File: config.mk
export PLATFORM = sky130hd
export DESIGN_NAME = oxi_multi_ch_controller
export DESIGN_NICKNAME = d
export VERILOG_FILES = /design/src/rtl/oxi_pkg.sv /design/src/rtl/oxi_slot_timer.sv /design/src/rtl/oxi_multi_ch_controller.sv
export SDC_FILE = /design/constraint.sdc
export NUM_CORES = 1
export LEC_CHECK = 0
export CAP_MARGIN = 20
export CORE_MARGIN = 2
export CORE_UTILIZATION = 50
export DETAILED_ROUTE_END_ITERATION = 12
export PLACE_DENSITY = 0.82
export SLEW_MARGIN = 5
export SYNTH_ARGS = -nofsm -noshare
export SYNTH_HDL_FRONTEND = slang
export SYNTH_HIERARCHICAL = 1
export SYNTH_SLANG_ARGS = --single-unit
File: constraint.sdc
create_clock -name CLK -period 2.6 [get_ports CLK]
set_input_delay 0.39 -clock CLK [delete_from_list [all_inputs] [get_ports CLK]]
set_output_delay 0.39 -clock CLK [all_outputs]
set_load 0.05 [all_outputs]
File: src/rtl/oxi_pkg.sv
// Shared types and default thresholds for the multi-channel oximeter front-end controller.
package oxi_pkg;

  typedef enum logic [2:0] {
    IDLE,
    CAL_DRIVE,
    CAL_DC,
    CAL_GAIN,
    CAL_NEXT,
    RUN
  } cal_st_e;

  typedef enum logic [1:0] {
    SLOT_START,
    SLOT_ON,
    SLOT_CAPTURE,
    SLOT_GAP
  } slot_ph_e;

  localparam int ADC_LO_DEF = 64;
  localparam int ADC_HI_DEF = 192;

endpackage

File: src/rtl/oxi_slot_timer.sv
// Slot phase counter: LED-on from phase 0, ADC capture at SETTLE_CYC, dark gap at SETTLE_CYC+1.
module oxi_slot_timer
  import oxi_pkg::*;
#(
  parameter int SETTLE_CYC = 4,
  localparam int PH_W = $clog2(SETTLE_CYC + 2)
) (
  input  logic CLK,
  input  logic rst,
  input  logic en,
  input  logic clr,
  output logic slot_start,
  output logic capture,
  output logic gap
);

  localparam logic [PH_W-1:0] PH_CAP = PH_W'(SETTLE_CYC);
  localparam logic [PH_W-1:0] PH_GAP = PH_W'(SETTLE_CYC + 1);

  logic [PH_W-1:0] phase;
  slot_ph_e        ph;

  always_ff @(posedge CLK) begin
    if (rst || clr)   phase <= '0;
    else if (en)      phase <= (phase == PH_GAP) ? '0 : phase + 1'b1;
  end

  always_comb begin
    ph = SLOT_ON;
    if (phase == '0)          ph = SLOT_START;
    else if (phase == PH_CAP) ph = SLOT_CAPTURE;
    else if (phase == PH_GAP) ph = SLOT_GAP;
  end

  assign slot_start = en && (ph == SLOT_START);
  assign capture    = en && (ph == SLOT_CAPTURE);
  assign gap        = en && (ph == SLOT_GAP);

endmodule

File: src/rtl/oxi_multi_ch_controller.sv
// Time-multiplexed LED front-end controller: per-channel auto-calibration of drive,
// DC compensation and PGA gain, then round-robin sampling of every channel.
module oxi_multi_ch_controller
  import oxi_pkg::*;
#(
  parameter int NUM_CH     = 2,
  parameter int ADC_W      = 8,
  parameter int DRIVE_W    = 4,
  parameter int DC_W       = 7,
  parameter int GAIN_W     = 4,
  parameter int SETTLE_CYC = 4,
  parameter int ADC_LO     = ADC_LO_DEF,
  parameter int ADC_HI     = ADC_HI_DEF,
  parameter int CLK_DIV    = 8,
  localparam int CH_W      = (NUM_CH > 1) ? $clog2(NUM_CH) : 1
) (
  input  logic                     CLK,
  input  logic                     rst,
  input  logic [ADC_W-1:0]         ADC,
  input  logic                     Find_setting,
  output logic [NUM_CH-1:0]        LED_EN,
  output logic [DRIVE_W-1:0]       LED_DRIVE,
  output logic [DC_W-1:0]          DC_Comp,
  output logic [GAIN_W-1:0]        PGA_Gain,
  output logic                     CLK_Filter,
  output logic [NUM_CH*ADC_W-1:0]  ADC_Value,
  output logic                     sample_valid,
  output logic [CH_W-1:0]          sample_ch,
  output logic                     cal_busy,
  output logic                     cal_done
);

  localparam int ADC_MID = (ADC_LO + ADC_HI) / 2;
  localparam logic [ADC_W-1:0]   LO_C     = ADC_W'(ADC_LO);
  localparam logic [ADC_W-1:0]   HI_C     = ADC_W'(ADC_HI);
  localparam logic [ADC_W-1:0]   MID_C    = ADC_W'(ADC_MID);
  localparam logic [CH_W-1:0]    CH_LAST  = CH_W'(NUM_CH - 1);
  localparam logic [NUM_CH-1:0]  CH0_OH   = NUM_CH'(1);
  localparam logic [DRIVE_W-1:0] DRV_MAX  = '1;
  localparam logic [GAIN_W-1:0]  GAIN_MAX = '1;
  localparam logic [DC_W-1:0]    DC_MSB   = DC_W'(1) << (DC_W - 1);
  localparam int DIV_W = (CLK_DIV > 1) ? $clog2(CLK_DIV) : 1;
  localparam logic [DIV_W-1:0]   DIV_LAST = DIV_W'(CLK_DIV - 1);

  cal_st_e state;
  logic [CH_W-1:0]    ch, ch_nxt;
  logic [NUM_CH-1:0]  oh_cur, oh_nxt;
  logic               fs_q, fs_q2, start;
  logic [ADC_W-1:0]   smp;

  // working codes of the channel under calibration
  logic [DRIVE_W-1:0] drv;
  logic [DC_W-1:0]    dc, dc_bit, dc_keep;
  logic [GAIN_W-1:0]  gain, gain_fin;

  logic [NUM_CH-1:0][DRIVE_W-1:0] drv_st;
  logic [NUM_CH-1:0][DC_W-1:0]    dc_st;
  logic [NUM_CH-1:0][GAIN_W-1:0]  gain_st;
  logic [NUM_CH-1:0][ADC_W-1:0]   adc_q;

  logic tmr_en, tmr_clr, slot_start, capture, gap;
  logic [DIV_W-1:0] div_cnt;

  assign start    = fs_q && !fs_q2 && !cal_busy;
  assign ch_nxt   = (ch == CH_LAST) ? '0 : ch + 1'b1;
  assign oh_cur   = CH0_OH << ch;
  assign oh_nxt   = CH0_OH << ch_nxt;
  assign dc_keep  = (smp >= MID_C) ? dc : (dc & ~dc_bit);
  assign gain_fin = (smp > HI_C && gain != '0) ? gain - 1'b1 : gain;
  assign tmr_en   = state inside {CAL_DRIVE, CAL_DC, CAL_GAIN, RUN};
  assign tmr_clr  = !tmr_en || start;
  assign ADC_Value = adc_q;

  oxi_slot_timer #(.SETTLE_CYC(SETTLE_CYC)) u_slot (
    .CLK        (CLK),
    .rst        (rst),
    .en         (tmr_en),
    .clr        (tmr_clr),
    .slot_start (slot_start),
    .capture    (capture),
    .gap        (gap)
  );

  always_ff @(posedge CLK) begin
    if (rst) begin
      state        <= IDLE;
      ch           <= '0;
      // a level held high across reset must not look like a fresh edge
      fs_q         <= 1'b1;
      fs_q2        <= 1'b1;
      smp          <= '0;
      drv          <= '0;
      dc           <= '0;
      dc_bit       <= '0;
      gain         <= '0;
      drv_st       <= '0;
      dc_st        <= '0;
      gain_st      <= '0;
      adc_q        <= '0;
      LED_EN       <= '0;
      LED_DRIVE    <= '0;
      DC_Comp      <= '0;
      PGA_Gain     <= '0;
      sample_valid <= 1'b0;
      sample_ch    <= '0;
      cal_busy     <= 1'b0;
      cal_done     <= 1'b0;
    end else begin
      fs_q         <= Find_setting;
      fs_q2        <= fs_q;
      sample_valid <= 1'b0;
      if (start) begin
        state     <= CAL_DRIVE;
        ch        <= '0;
        drv       <= '0;
        dc        <= '0;
        dc_bit    <= '0;
        gain      <= '0;
        drv_st    <= '0;
        dc_st     <= '0;
        gain_st   <= '0;
        cal_busy  <= 1'b1;
        cal_done  <= 1'b0;
        LED_EN    <= CH0_OH;
        LED_DRIVE <= '0;
        DC_Comp   <= '0;
        PGA_Gain  <= '0;
      end else begin
        if (capture) begin
          LED_EN <= '0;
          smp    <= ADC;
          if (state == RUN) begin
            adc_q[ch]    <= ADC;
            sample_valid <= 1'b1;
            sample_ch    <= ch;
          end
        end
        unique case (state)
          CAL_DRIVE: if (gap) begin
            LED_EN <= oh_cur;
            if (smp < LO_C && drv != DRV_MAX) begin
              drv       <= drv + 1'b1;
              LED_DRIVE <= drv + 1'b1;
            end else begin
              state   <= CAL_DC;
              dc      <= DC_MSB;
              dc_bit  <= DC_MSB;
              DC_Comp <= DC_MSB;
            end
          end
          CAL_DC: if (gap) begin
            LED_EN <= oh_cur;
            if (dc_bit[0]) begin
              state   <= CAL_GAIN;
              dc      <= dc_keep;
              DC_Comp <= dc_keep;
              gain    <= '0;
              PGA_Gain <= '0;
            end else begin
              dc      <= dc_keep | (dc_bit >> 1);
              DC_Comp <= dc_keep | (dc_bit >> 1);
              dc_bit  <= dc_bit >> 1;
            end
          end
          CAL_GAIN: if (gap) begin
            if (smp <= HI_C && gain != GAIN_MAX) begin
              LED_EN   <= oh_cur;
              gain     <= gain + 1'b1;
              PGA_Gain <= gain + 1'b1;
            end else begin
              // committed on the way into CAL_NEXT so the next slot can read them back
              state       <= CAL_NEXT;
              drv_st[ch]  <= drv;
              dc_st[ch]   <= dc;
              gain_st[ch] <= gain_fin;
            end
          end
          CAL_NEXT: begin
            ch     <= ch_nxt;
            LED_EN <= oh_nxt;
            if (ch == CH_LAST) begin
              state     <= RUN;
              cal_busy  <= 1'b0;
              cal_done  <= 1'b1;
              LED_DRIVE <= drv_st[0];
              DC_Comp   <= dc_st[0];
              PGA_Gain  <= gain_st[0];
            end else begin
              state     <= CAL_DRIVE;
              drv       <= '0;
              dc        <= '0;
              dc_bit    <= '0;
              gain      <= '0;
              LED_DRIVE <= '0;
              DC_Comp   <= '0;
              PGA_Gain  <= '0;
            end
          end
          RUN: if (gap) begin
            ch        <= ch_nxt;
            LED_EN    <= oh_nxt;
            LED_DRIVE <= drv_st[ch_nxt];
            DC_Comp   <= dc_st[ch_nxt];
            PGA_Gain  <= gain_st[ch_nxt];
          end
          default: ;
        endcase
      end
    end
  end

  always_ff @(posedge CLK) begin
    if (rst) begin
      div_cnt    <= '0;
      CLK_Filter <= 1'b0;
    end else if (div_cnt == DIV_LAST) begin
      div_cnt    <= '0;
      CLK_Filter <= ~CLK_Filter;
    end else begin
      div_cnt    <= div_cnt + 1'b1;
    end
  end

  // A slot never opens with the LEDs dark.
  a_slot_lit: assert property (@(posedge CLK) disable iff (rst) slot_start |-> (LED_EN != '0));

endmodule
Word level (Yosys, flattened, before mapping)
Cells that the tools add are included.
{ "classes": {"muxes": 72, "bitwise": 7, "eq_ne": 29, "n_reduce_logical": 46, "magnitude_cmp": 7, "n_addsub": 6, "n_shift": 2} }
{ "ops": {"columns": ["cell", "count"], "rows": [
  ["7-bit two-way mux", 13],
  ["4-bit two-way mux", 17],
  ["7-bit case mux with 3 select lines", 2],
  ["7-bit case mux with 4 select lines", 1],
  ["3-bit two-way mux", 8],
  ["4-bit case mux with 3 select lines", 2],
  ["4-bit nonzero test", 5],
  ["2-bit inequality test, second input constant", 9],
  ["3-bit inequality test, second input constant", 6],
  ["6-bit AND reduction", 3],
  ["16-bit bitwise mux", 1],
  ["8-bit bitwise mux", 2],
  ["2-bit two-way mux", 8],
  ["4-bit case mux with 4 select lines", 1],
  ["3-bit == test, second input constant", 5],
  ["14-bit bitwise mux", 1],
  ["7-bit AND reduction", 2],
  ["3-bit case mux with 4 select lines", 1],
  ["5-bit AND reduction", 2],
  ["3-bit nonzero test", 3],
  ["4-bit by 1-bit adder with 4-bit output, second input constant", 2],
  ["8-bit demux with 1-bit select", 1],
  ["8-bit greater-or-equal comparator, second input constant", 1],
  ["8-bit > comparator, second input constant", 1],
  ["other kinds (35)", 72]
]} }
{ "word_totals": {"input_bits": 11, "regBits": 110, "output_inout_bits": 38, "elab_cells": 200} }

Logic depth before layout (Yosys ltp)
{ "depth": {"ltp_word": 11, "mapped_depth": 11, "mapped_depth_nobuf": 8} }

By module
The synthesis kept the hierarchy.
{ "modules_own_cells": {"columns": ["mod", "seq_area_each_um2", "area_per_inst_um2", "n_inst", "cells_per_inst"], "rows": [
  ["oxi_multi_ch_controller", 2142.1, 5064.9, 1, 598],
  ["oxi_slot_timer", 60.1, 167.7, 1, 15]
]} }

Worst setup path before layout
OpenSTA, ideal clock, no wires.
{ "synth_path": {"path_type": "flip-flop to flip-flop", "from": "register state[1]", "to": "register gain[3]", "required_ns": 2.530, "setup_ns": 0.070, "path_buffers": 3, "synth_period_minus_slack_ns": 2.550, "t_arrival_ns": 2.479, "path_stages_with_launch": 11, "setup_slack_ns": 0.050, "cell_sequence": "dfxtp_1 -> buf_4 -> buf_2 -> a21oi_1 -> and4b_2 -> buf_2 -> nand2_1 -> a21boi_1 -> o22ai_1 -> or4_1 -> a21oi_1"} }
{ "synth_via": {"elab_chain_len": 5, "word_cells_on_any_way": 15, "classes_between": "eq/ne: 10; mux: 1; reduce/logical: 4"} }
{ "synth_lines": {"columns": ["element", "line_no", "text"], "rows": [
  ["from (decl)", "oxi_multi_ch_controller.sv:45", "cal_st_e state;"],
  ["from (signal assigned)", "oxi_multi_ch_controller.sv:86", "state <= IDLE;"],
  ["from (signal assigned)", "oxi_multi_ch_controller.sv:113", "state <= CAL_DRIVE;"],
  ["from (signal assigned)", "oxi_multi_ch_controller.sv:145", "state <= CAL_DC;"],
  ["3-bit by 1-bit == test with 1-bit output, or another cell as far along", "oxi_multi_ch_controller.sv:70", "assign tmr_en = state inside {CAL_DRIVE, CAL_DC, CAL_GAIN, RUN};"],
  ["4-bit nonzero test *", "oxi_multi_ch_controller.sv:70", null],
  ["via tmr_en", "oxi_multi_ch_controller.sv:61", "logic tmr_en, tmr_clr, slot_start, capture, gap;"],
  ["1-bit logical AND *", "oxi_slot_timer.sv:37", "assign gap = en && (ph == SLOT_GAP);"],
  ["via gap", "oxi_multi_ch_controller.sv:61", null],
  ["2-bit inequality test (no source line)", null, null],
  ["6-bit AND reduction (no source line) *", null, null],
  ["to (signal assigned)", "oxi_multi_ch_controller.sv:168", "gain <= gain + 1'b1;"],
  ["to (decl)", "oxi_multi_ch_controller.sv:54", "logic [GAIN_W-1:0] gain, gain_fin;"]
]} }
Mark *: on every way through the listed nets, which the timed path passes. The rest lies on a longest branch.
A chain may end at the register's enable or synchronous reset.

Worst setup path in the final report
{ "layout_path": {"from": "register state[1]", "to": "register DC_Comp[3]"} }
{ "layout_via": {"elab_chain_len": 5, "word_cells_on_any_way": 14, "classes_between": "eq/ne: 9; mux: 1; reduce/logical: 4"} }
{ "layout_lines": {"columns": ["element", "line_no", "text"], "rows": [
  ["3-bit by 1-bit == test with 1-bit output, or another cell as far along", "oxi_multi_ch_controller.sv:70, oxi_multi_ch_controller.sv:138", null],
  ["4-bit nonzero test", "oxi_multi_ch_controller.sv:70", null],
  ["1-bit logical AND", "oxi_slot_timer.sv:37", null],
  ["2-bit inequality test (no source line)", null, null],
  ["5-bit AND reduction (no source line)", null, null],
  ["to (signal assigned)", "oxi_multi_ch_controller.sv:156", "DC_Comp <= dc_keep;"],
  ["to (signal assigned)", "oxi_multi_ch_controller.sv:161", "DC_Comp <= dc_keep | (dc_bit >> 1);"],
  ["to (signal assigned)", "oxi_multi_ch_controller.sv:186", "DC_Comp <= dc_st[0];"],
  ["to (decl)", "oxi_multi_ch_controller.sv:23", "output logic [DC_W-1:0] DC_Comp,"]
]} }
Parallel ways exist; a longest one is shown, timed or not.

==> flow_metrics.py <==
metrics = {
    "cts": {
        "cts_max_path_buffers": 2,
        "clock_insertion_delay_worst_skew_ps": 380,
        "cts_setup_buffers": 0,
        "cts_tree": "yes",
        "post_cts_hold_buffer_count": 0,
        "htreeDepth": 3,
        "clk_pin_slew_ps": 120,
        "cts_sinks": 110,
        "ctsRootBufferMaster": "sky130_fd_sc_hd__clkbuf_8",
        "cts_repair_resize_count": 0,
        "cts_inserted_buffers": 9,
    },
    "timing": {
        "rsz_0062_raised_after_global_routing": "false",
        "fmaxAchievable_ghz": 0.417,
        "layout_worst_path_cycle_share_pct": 92.2,
        "hold_viol_final": 0,
        "fin_skew_ps": 23.0,
        "worst_pin_slew_ps": 969,
        "relative_slew_margins_pct": 34.4,
        "final_critical_path_required_period_ps": 2400,
        "timing.final.setup_violations": 0,
        "final_max_slew_viol_count": 0,
        "layout_setup_ws_ps": 204,
        "setup_total_negative_slack_ps": 0,
    },
    "worst_setup_path": {
        "ff2ff_path_depth": 6,
        "startpoint_type": "flop",
        "worstSetupPathType": "flop to flop",
        "critPathRequiredTime_ps": 2880,
        "path_max_fanout": 21,
        "timing.critical_path.arrival_ps": 2680,
        "cp_capture_type": "flop",
    },
    "final_layout": {
        "drive_above_1_share_pct": 9.85,
        "multi_input_comb_area_um2": 2770,
        "finalNetCount": 673,
        "number_of_diodes_added_for_antenna_fixing": 0,
        "fin_area_um2": 6080,
        "seq_area_um2": 2200,
        "area_growth_syn_to_fin_pct": 16.4,
        "fillers": 900,
        "instances_no_fill": 796,
    },
    "die": {
        "std_cell_rows": 37,
        "design.portCount": 49,
        "initial_utilization_pct": 51.1,
        "die-height_um": 106,
        "die_area_um2": 11300,
        "design.core.area_um2": 10200,
        "die_width_um": 106,
    },
    "power_and_ir_drop": {
        "p_int_mw": 2.14,
        "total_power_mw": 2.93,
        "power.share.clock_pct": 37.1,
        "power_leakage_nw": 2.08,
        "pwr-share-comb_pct": 4.8,
        "power_frac_seq_pct": 58.1,
        "netSwitchingPower_uw": 784,
        "fraction_of_power_spent_switching_nets_pct": 26.8,
        "pwr_density_cell_nw_per_um2": 481,
        "vdd.ir_drop.worst_mv": 0.289,
    },
    "flow_run": {
        "cap_viol_max_count": 0,
    },
    "drt": {
        "route.detailed.drc": 0,
        "routed_wl_mm": 13.2,
        "detailedRoute.firstIterationViolations": 404,
        "final_antenna_net_count": 0,
        "detail_route.wl_per_cell_um": 16.6,
        "detailroute.via_count": 4738,
        "route.detailed.vias_per_inst": 5.95,
        "drtPass1Iterations": 5,
    },
    "placement": {
        "number_of_port_buffers": 48,
        "place.gp.congestion": 0.914,
        "post-place-ws_ps": 247,
        "hpwlAfterDp_mm": 9.31,
        "place_inst": 780,
        "place_area_um2": 5860,
    },
    "global_routing": {
        "grt_overflow_total": 0,
        "vias_in_the_first_global_route": 4604,
        "grt_first_pass_wirelength_mm": 22.3,
        "antenna_found_initial": 0,
        "track_usage_pct": 24.2,
        "grt_start_max_net_pins": 39,
    },
    "synth": {
        "synthesized_area_um2": 5220,
        "yosysWarningCount": 6,
        "syn-instance-count": 612,
        "synthesis.area_per_instance_um2": 8.54,
        "synth.net_count": 630,
    },
    "min_path": {
        "hold_path.class": "flop to flop",
        "timing.hold.worst_path_depth": 1,
    },
    "outcome": {
        "run_status": "finished clean",
    },
}
## cell type report
class                   count  area share, %
clock buffers               9           2.04
clock inverters             7           1.54
flip-flops and latches    110           36.2
multi-input cells         448           45.6
inverters                  13          0.802
well taps                 136           2.80
repair buffers             73           11.0
## routing by layer
layer	track usage [%]	share of wire, %	vias to the layer above
li1	-	-	2270
met1	32.3	43	2267
met2	39.6	49	173
met3	3.99	6.1	28
met4	8.74	2.4	0
met5	0	0	-
## cell usage in the layout (no fill, tap or decap), types with 5 or more instances in the layout
master / count
sky130_fd_sc_hd__dfxtp_1: 110
sky130_fd_sc_hd__nand2_1: 91
sky130_fd_sc_hd__a21oi_1: 63
sky130_fd_sc_hd__nor2_1: 53
sky130_fd_sc_hd__clkdlybuf4s50_1: 48
sky130_fd_sc_hd__mux2i_1: 37
sky130_fd_sc_hd__o21ai_0: 27
sky130_fd_sc_hd__buf_4: 25
sky130_fd_sc_hd__nand3_1: 19
sky130_fd_sc_hd__inv_1: 13
sky130_fd_sc_hd__nor2b_1: 9
sky130_fd_sc_hd__clkbuf_8: 9
sky130_fd_sc_hd__o21bai_1: 8
sky130_fd_sc_hd__xnor2_1: 7
sky130_fd_sc_hd__a211oi_1: 7
sky130_fd_sc_hd__ha_1: 7
sky130_fd_sc_hd__nand2b_1: 6
sky130_fd_sc_hd__o22ai_1: 6
sky130_fd_sc_hd__a31oi_1: 6
sky130_fd_sc_hd__nor3_1: 6
sky130_fd_sc_hd__a32o_1: 6
sky130_fd_sc_hd__nor3b_1: 5
sky130_fd_sc_hd__o21a_1: 5
## power groups by stage
stage          Clock (mW)  Sequential, mW  Combinational (mW)
2_1_floorplan           0            1.75              0.0684
3_3_place_gp            0            1.74               0.137
3_5_place_dp            0            1.74               0.139
4_1_cts              1.11            1.70               0.139
5_1_grt              1.17            1.70               0.152
6_report             1.09            1.70               0.140
## path summary, 6_finish.rpt
path	start	to	slack [ps]
min reg2reg	div_cnt[0]$_SDFF_PP0_	div_cnt[0]$_SDFF_PP0_	450
max	state[1]$_SDFFE_PP0P_	DC_Comp[3]$_SDFFE_PP0P_	200
min	div_cnt[0]$_SDFF_PP0_	div_cnt[0]$_SDFF_PP0_	450
max reg2reg	state[1]$_SDFFE_PP0P_	DC_Comp[3]$_SDFFE_PP0P_	200
## sequential cells by signal, summed over array words and instances (netlist names), 2 cells and up
name	cells
DC_Comp	7
gain_st	8
dc	7
div_cnt	3
PGA_Gain	4
gain	4
drv_st	8
drv	4
smp	8
ADC_Value	16
LED_DRIVE	4
LED_EN	2
dc_st	14
dc_bit	7
u_slot/phase	3
state	3
## metrics by stage
stage | util (%) | hold WS [ps]
floorplan | - | 404
global placement | 57.3 | 414
detailed placement | 57.3 | 438
CTS | 59.4 | 456
global route | 59.4 | 475
finish | 59.4 | 450
## worst max-delay path: stages (launching register included)
cell	delay [ps]
sky130_fd_sc_hd__dfxtp_1	380
sky130_fd_sc_hd__buf_4	230
sky130_fd_sc_hd__inv_1	180
sky130_fd_sc_hd__ha_1	520
sky130_fd_sc_hd__o21bai_1	270
sky130_fd_sc_hd__o311ai_1	360
sky130_fd_sc_hd__a32o_1	360
(Power assumes the default switching activity.)
